## src/rtl/mem_access_ctrl.sv

```systemverilog
// mem_access_ctrl: single-request load/store sequencer between the control
// unit and a strobe/ready memory bus. Load data is handed to the MDR with a
// one-cycle write-enable. Misaligned requests and bus timeouts are reported
// through error/err_code.
module mem_access_ctrl #(
   parameter int unsigned ADDR_WIDTH     = 32,
   parameter int unsigned DATA_WIDTH     = 32,
   parameter int unsigned TIMEOUT_CYCLES = 15,
   parameter bit          ALIGN_CHECK    = 1'b1
) (
   input  logic                  clk,
   input  logic                  reset_n,
   input  logic                  req_valid,
   output logic                  req_ready,
   input  logic                  req_write,
   input  logic [ADDR_WIDTH-1:0] req_addr,
   input  logic [DATA_WIDTH-1:0] req_wdata,
   output logic [ADDR_WIDTH-1:0] mem_addr,
   output logic [DATA_WIDTH-1:0] mem_wdata,
   output logic                  mem_rd,
   output logic                  mem_wr,
   input  logic                  mem_ready,
   input  logic [DATA_WIDTH-1:0] mem_rdata,
   output logic [DATA_WIDTH-1:0] mdr_data,
   output logic                  mdr_we,
   output logic                  done,
   output logic                  error,
   output logic [1:0]            err_code,
   output logic                  busy
);

   localparam int unsigned      CNT_W    = $clog2(TIMEOUT_CYCLES) + 1;
   localparam logic [CNT_W-1:0] CNT_LAST = CNT_W'(TIMEOUT_CYCLES - 1);

   typedef enum logic [1:0] {
      S_IDLE,
      S_ACCESS,
      S_COMPLETE,
      S_ERROR
   } state_t;

   state_t           state;
   logic [CNT_W-1:0] wait_cnt;
   logic             wr_q;
   logic             misaligned;

   assign misaligned = ALIGN_CHECK && (req_addr[1:0] != 2'b00);

   // Ready only while idle and out of reset, so it rises as soon as reset releases.
   assign req_ready = reset_n && (state == S_IDLE);

   // Request sequencing FSM; every bus/MDR/status output is registered here.
   always_ff @(posedge clk or negedge reset_n) begin
      if (!reset_n) begin
         state     <= S_IDLE;
         wait_cnt  <= '0;
         wr_q      <= 1'b0;
         mem_addr  <= '0;
         mem_wdata <= '0;
         mem_rd    <= 1'b0;
         mem_wr    <= 1'b0;
         mdr_data  <= '0;
         mdr_we    <= 1'b0;
         done      <= 1'b0;
         error     <= 1'b0;
         err_code  <= 2'b00;
         busy      <= 1'b0;
      end else begin
         done   <= 1'b0;
         error  <= 1'b0;
         mdr_we <= 1'b0;
         case (state)
            S_IDLE: begin
               if (req_valid) begin
                  mem_addr  <= req_addr;
                  mem_wdata <= req_wdata;
                  wr_q      <= req_write;
                  wait_cnt  <= '0;
                  busy      <= 1'b1;
                  if (misaligned) begin
                     err_code <= 2'b01;
                     error    <= 1'b1;
                     state    <= S_ERROR;
                  end else begin
                     err_code <= 2'b00;
                     mem_rd   <= !req_write;
                     mem_wr   <= req_write;
                     state    <= S_ACCESS;
                  end
               end
            end
            S_ACCESS: begin
               // Timeout compares the pre-increment count, so ACCESS spans at
               // most TIMEOUT_CYCLES cycles and mem_ready on the last one wins.
               if (mem_ready) begin
                  mem_rd <= 1'b0;
                  mem_wr <= 1'b0;
                  done   <= 1'b1;
                  mdr_we <= !wr_q;
                  if (!wr_q) begin
                     mdr_data <= mem_rdata;
                  end
                  state <= S_COMPLETE;
               end else if (wait_cnt == CNT_LAST) begin
                  mem_rd   <= 1'b0;
                  mem_wr   <= 1'b0;
                  error    <= 1'b1;
                  err_code <= 2'b10;
                  state    <= S_ERROR;
               end else begin
                  wait_cnt <= wait_cnt + 1'b1;
               end
            end
            S_COMPLETE, S_ERROR: begin
               busy  <= 1'b0;
               state <= S_IDLE;
            end
            default: begin
               mem_rd <= 1'b0;
               mem_wr <= 1'b0;
               busy   <= 1'b0;
               state  <= S_IDLE;
            end
         endcase
      end
   end

endmodule

```

## config.mk

```make
export PLATFORM = sky130hd
export DESIGN_NAME = mem_access_ctrl
export DESIGN_NICKNAME = d
export VERILOG_FILES = /design/src/rtl/mem_access_ctrl.sv
export SDC_FILE = /design/constraint.sdc
export NUM_CORES = 1
export LEC_CHECK = 0
export CELL_PAD_IN_SITES_DETAIL_PLACEMENT = 0
export CELL_PAD_IN_SITES_GLOBAL_PLACEMENT = 1
export CORE_ASPECT_RATIO = 0.7
export CORE_UTILIZATION = 32
export CTS_BUF_LIST = sky130_fd_sc_hd__clkbuf_8 sky130_fd_sc_hd__clkbuf_16
export DETAILED_ROUTE_END_ITERATION = 6
export PLACE_DENSITY = 0.83
export RECOVER_POWER = 100
export REMOVE_ABC_BUFFERS = 1
export SETUP_SLACK_MARGIN = 0.1
export SLEW_MARGIN = 15
export SYNTH_ARGS = -nofsm -noshare
export SYNTH_HDL_FRONTEND = slang
export SYNTH_SLANG_ARGS = --single-unit
```

## constraint.sdc

```tcl
create_clock -name clk -period 5.1 [get_ports clk]
set_clock_uncertainty 0.2 [all_clocks]
set_input_delay 1.02 -clock clk [delete_from_list [all_inputs] [get_ports clk]]
set_output_delay 1.02 -clock clk [all_outputs]
set_load 0.05 [all_outputs]
```

==> flow_summary.yaml <==
worst_setup_path:
  critPathTopFamily: "buffers and inverters"
  crit_type: "primary input to output port"
  critical_path_depth: 3
  crit_fanout: 40
  path_cells: "buf_4 -> nor3b_1 -> dlygate4sd3_1"
  critPathBufInv: 2
  r2r_slack_ps: 2420
  r2r_end: "mem_wdata[6]$_DFFE_PN0P_"
  regToRegStartpoint: "state[1]$_DFFE_PN0P_"
  required_ps: 3880
  worst_setup_path_end_kind: "output port"
  critPathLaunchType: "primary input"
  cp_slowest_cell: "dlygate4sd3_1"
  cp_slowest_stage_delay_ps: 900
  cp.arrival_ps: 2570
  worst-r2r-cell-count: 4
route:
  drt_first_iter_violations: 107
  post_drt_via_cell_ratio: 4.442
  dr.pass1.iters: 4
  vias: 3558
  wl_per_cell_um: 14.34
  drc: 0
  finalWirelength_mm: 11.49
  ant_nets: 0
synthesis:
  synth_top_area_share_pct: 64.04
  yosysUniqueCellTypes: 34
  synth_top_area_cell: "dfrtp_1"
  synthAdderAreaFrac_pct: 0.5718
  synth_edf_count: 0
  synth_area_um2: 4377
  synthArstFlopShare_pct: 100.0
  syn-instance-count: 416
  ys_warn_count: 0
  synthMuxAreaShare_pct: 8.491
  synthSimpleGateAreaFrac_pct: 20.84
  synth_seq_cells: 112
  synthTopCellsByArea: "dfrtp_1 (64%), nand2_1 (17%), mux2_2 (8.5%)"
  synth_xor_area_share_pct: 0.2001
  synthFlopType: "dfrtp_1"
  synth_top_family_by_area: "simple AND/OR/NAND/NOR gates"
  yosysMostFrequentCell: "nand2_1"
  synthTopCellsByCount: "nand2_1 (200), dfrtp_1 (112), mux2_2 (33), clkbuf_1 (10)"
  yosysSeqAreaShare_pct: 64.04
  synth_compound_area_share_pct: 3.145
  avgSynthCellArea_um2: 10.52
timing:
  worst_slew_pin_slew_ps: 1850
  tns_ps: 0
  max_freq_mhz: 263.7
  fin_crit_sh_pct: 74.35
  relSlewSlack_pct: -23.36
  finalCriticalPeriod_ps: 3792
  hold_viol: 0
  setup_viol: 0
  slew_viol_final: 75
  holdWs_ps: 269.8
  rsz0062_at_grt: "false"
layout:
  finish.net_count: 715
  final_layout_size_suffix_gt1_share_pct: 8.766
  stdcell_count: 801
  diodes: 0
  area_delta_synth_final_pct: 56.03
  fin_util_pct: 51.47
placed_design:
  place_inst: 786
  port_buffers: 205
  globalplace.congestion: 0.7512
  hpwl_mm: 8.050
min_path:
  holdPathStages: 2
  min_from: "mem_wdata[23]$_DFFE_PN0P_"
  hold_path_end: "mem_wdata[23]$_DFFE_PN0P_"
  hold_path.class: "flip-flop to flip-flop"
cts:
  htreeDepth: 3
  path_clk_slew_ps: 70
  cts.sinks: 112
  cts_resized: 0
  postCtsSetupRepairBufs: 0
  cts_buffers: 9
  holdBufCountCts: 0
  root_buffer: "clkbuf_16"
  clock_tree.buffer_depth: 2
  cts_tree: "yes"
  clkLatencyLatePin_ps: 330
die:
  io_pins: 206
  core_um2: 13270
  die-area_um2: 14160
  die_h_um: 99.85
  fp.dieW_um: 141.8
  rows: 35
  start_util_pct: 32.98
status:
  violations: "capacitance limit, slew limit"
  status: "finished, violations left"
grt:
  antenna_found_initial: 0
  grt_max_degree: 75
  grt_pass1_vias: 3762
  overflow: 0
  grt_pass1_wl_mm: 18.80
  grt_usage_pct: 16.89
job:
  maxCapViolations: 1
power:
  powerDensity_nw_per_um2: 738.3
  p_leak_uw: 0.003235
  vdd_ir_drop_max_mv: 0.3660
  total_power_uw: 5042
-- worst max-delay path by stage --
stage	from	to	slack (ps)
finish	reset_n	req_ready	1310
floorplan	req_valid	err_code[0]$_DFFE_PN0P_	1440
CTS	reset_n	req_ready	1320
detailed placement	reset_n	req_ready	1330
global placement	reset_n	req_ready	1350
global route	reset_n	req_ready	1190
-- cell families (layout without fill, tap and decap cells) --
group,count (synthesis),in the layout
flip-flops,112,112
adder cells (fa/ha/maj),2,2
AND/OR/NAND/NOR,222,222
XOR/XNOR,1,1
buffers and inverters,25,225
multiplexers,33,33
AO/OA/AOI/OAI,21,21
-- per-stage QoR --
step	cell area (um2)	setup WS, ps
after floorplan	4265	1436
after global placement	6575	1346
after detailed placement	6575	1328
after CTS	6845	1319
after global routing	6829	1194
final	6829	1308
-- cells in the final DEF, fill, tap and decap left out, types with 3 or more instances in the layout --
cell type and instances:
clkbuf_16 9, clkdlybuf4s50_1 97, clkinv_4 3, dfrtp_1 112
dlygate4sd3_1 107, mux2_2 33, nand2_1 200, nor2_1 5
nor3b_1 3, o211ai_1 4, o21ai_0 7
-- state kept, by name (all words and copies together) (netlist names) --
name       cells
mdr_data      32
mem_addr      32
mem_wdata     32
wait_cnt       5
err_code       2
state          2
busy           1
done           1
error          1
mdr_we         1
mem_rd         1
mem_wr         1
wr_q           1
-- routing by layer --
layer / share of wire [%] / global-route usage, % / vias to the layer above
met1: 45 / 21.46 / 1677
met4: 0.84 / 3.970 / 0
met2: 43 / 25.99 / 148
met3: 11 / 8.158 / 8
li1: - / - / 1725
met5: 0 / 0 / -
-- power breakdown --
group / switching [uW] / internal, uW / total, uW
Combinational: 2000 / 861 / 2860
Sequential: 231 / 1300 / 1530
Clock: 317 / 332 / 648
Total: 2550 / 2500 / 5040
-- worst min-delay path: cells and delay by family, from the launching register on --
family	cells	cell delay [ps]
flip-flops	1	340
AND/OR/NAND/NOR	2	110
-- cell type report --
type,count,area (um2)
Timing Repair Buffer,208,2067
Tap cell,185,231.5
Multi-Input combinational cell,279,1450
Clock buffer,9,225.2
Inverter,2,7.507
Clock inverter,6,45.04
Fill cell,1221,6440
Sequential cell,112,2803
Power figures use the tool's default switching activity.
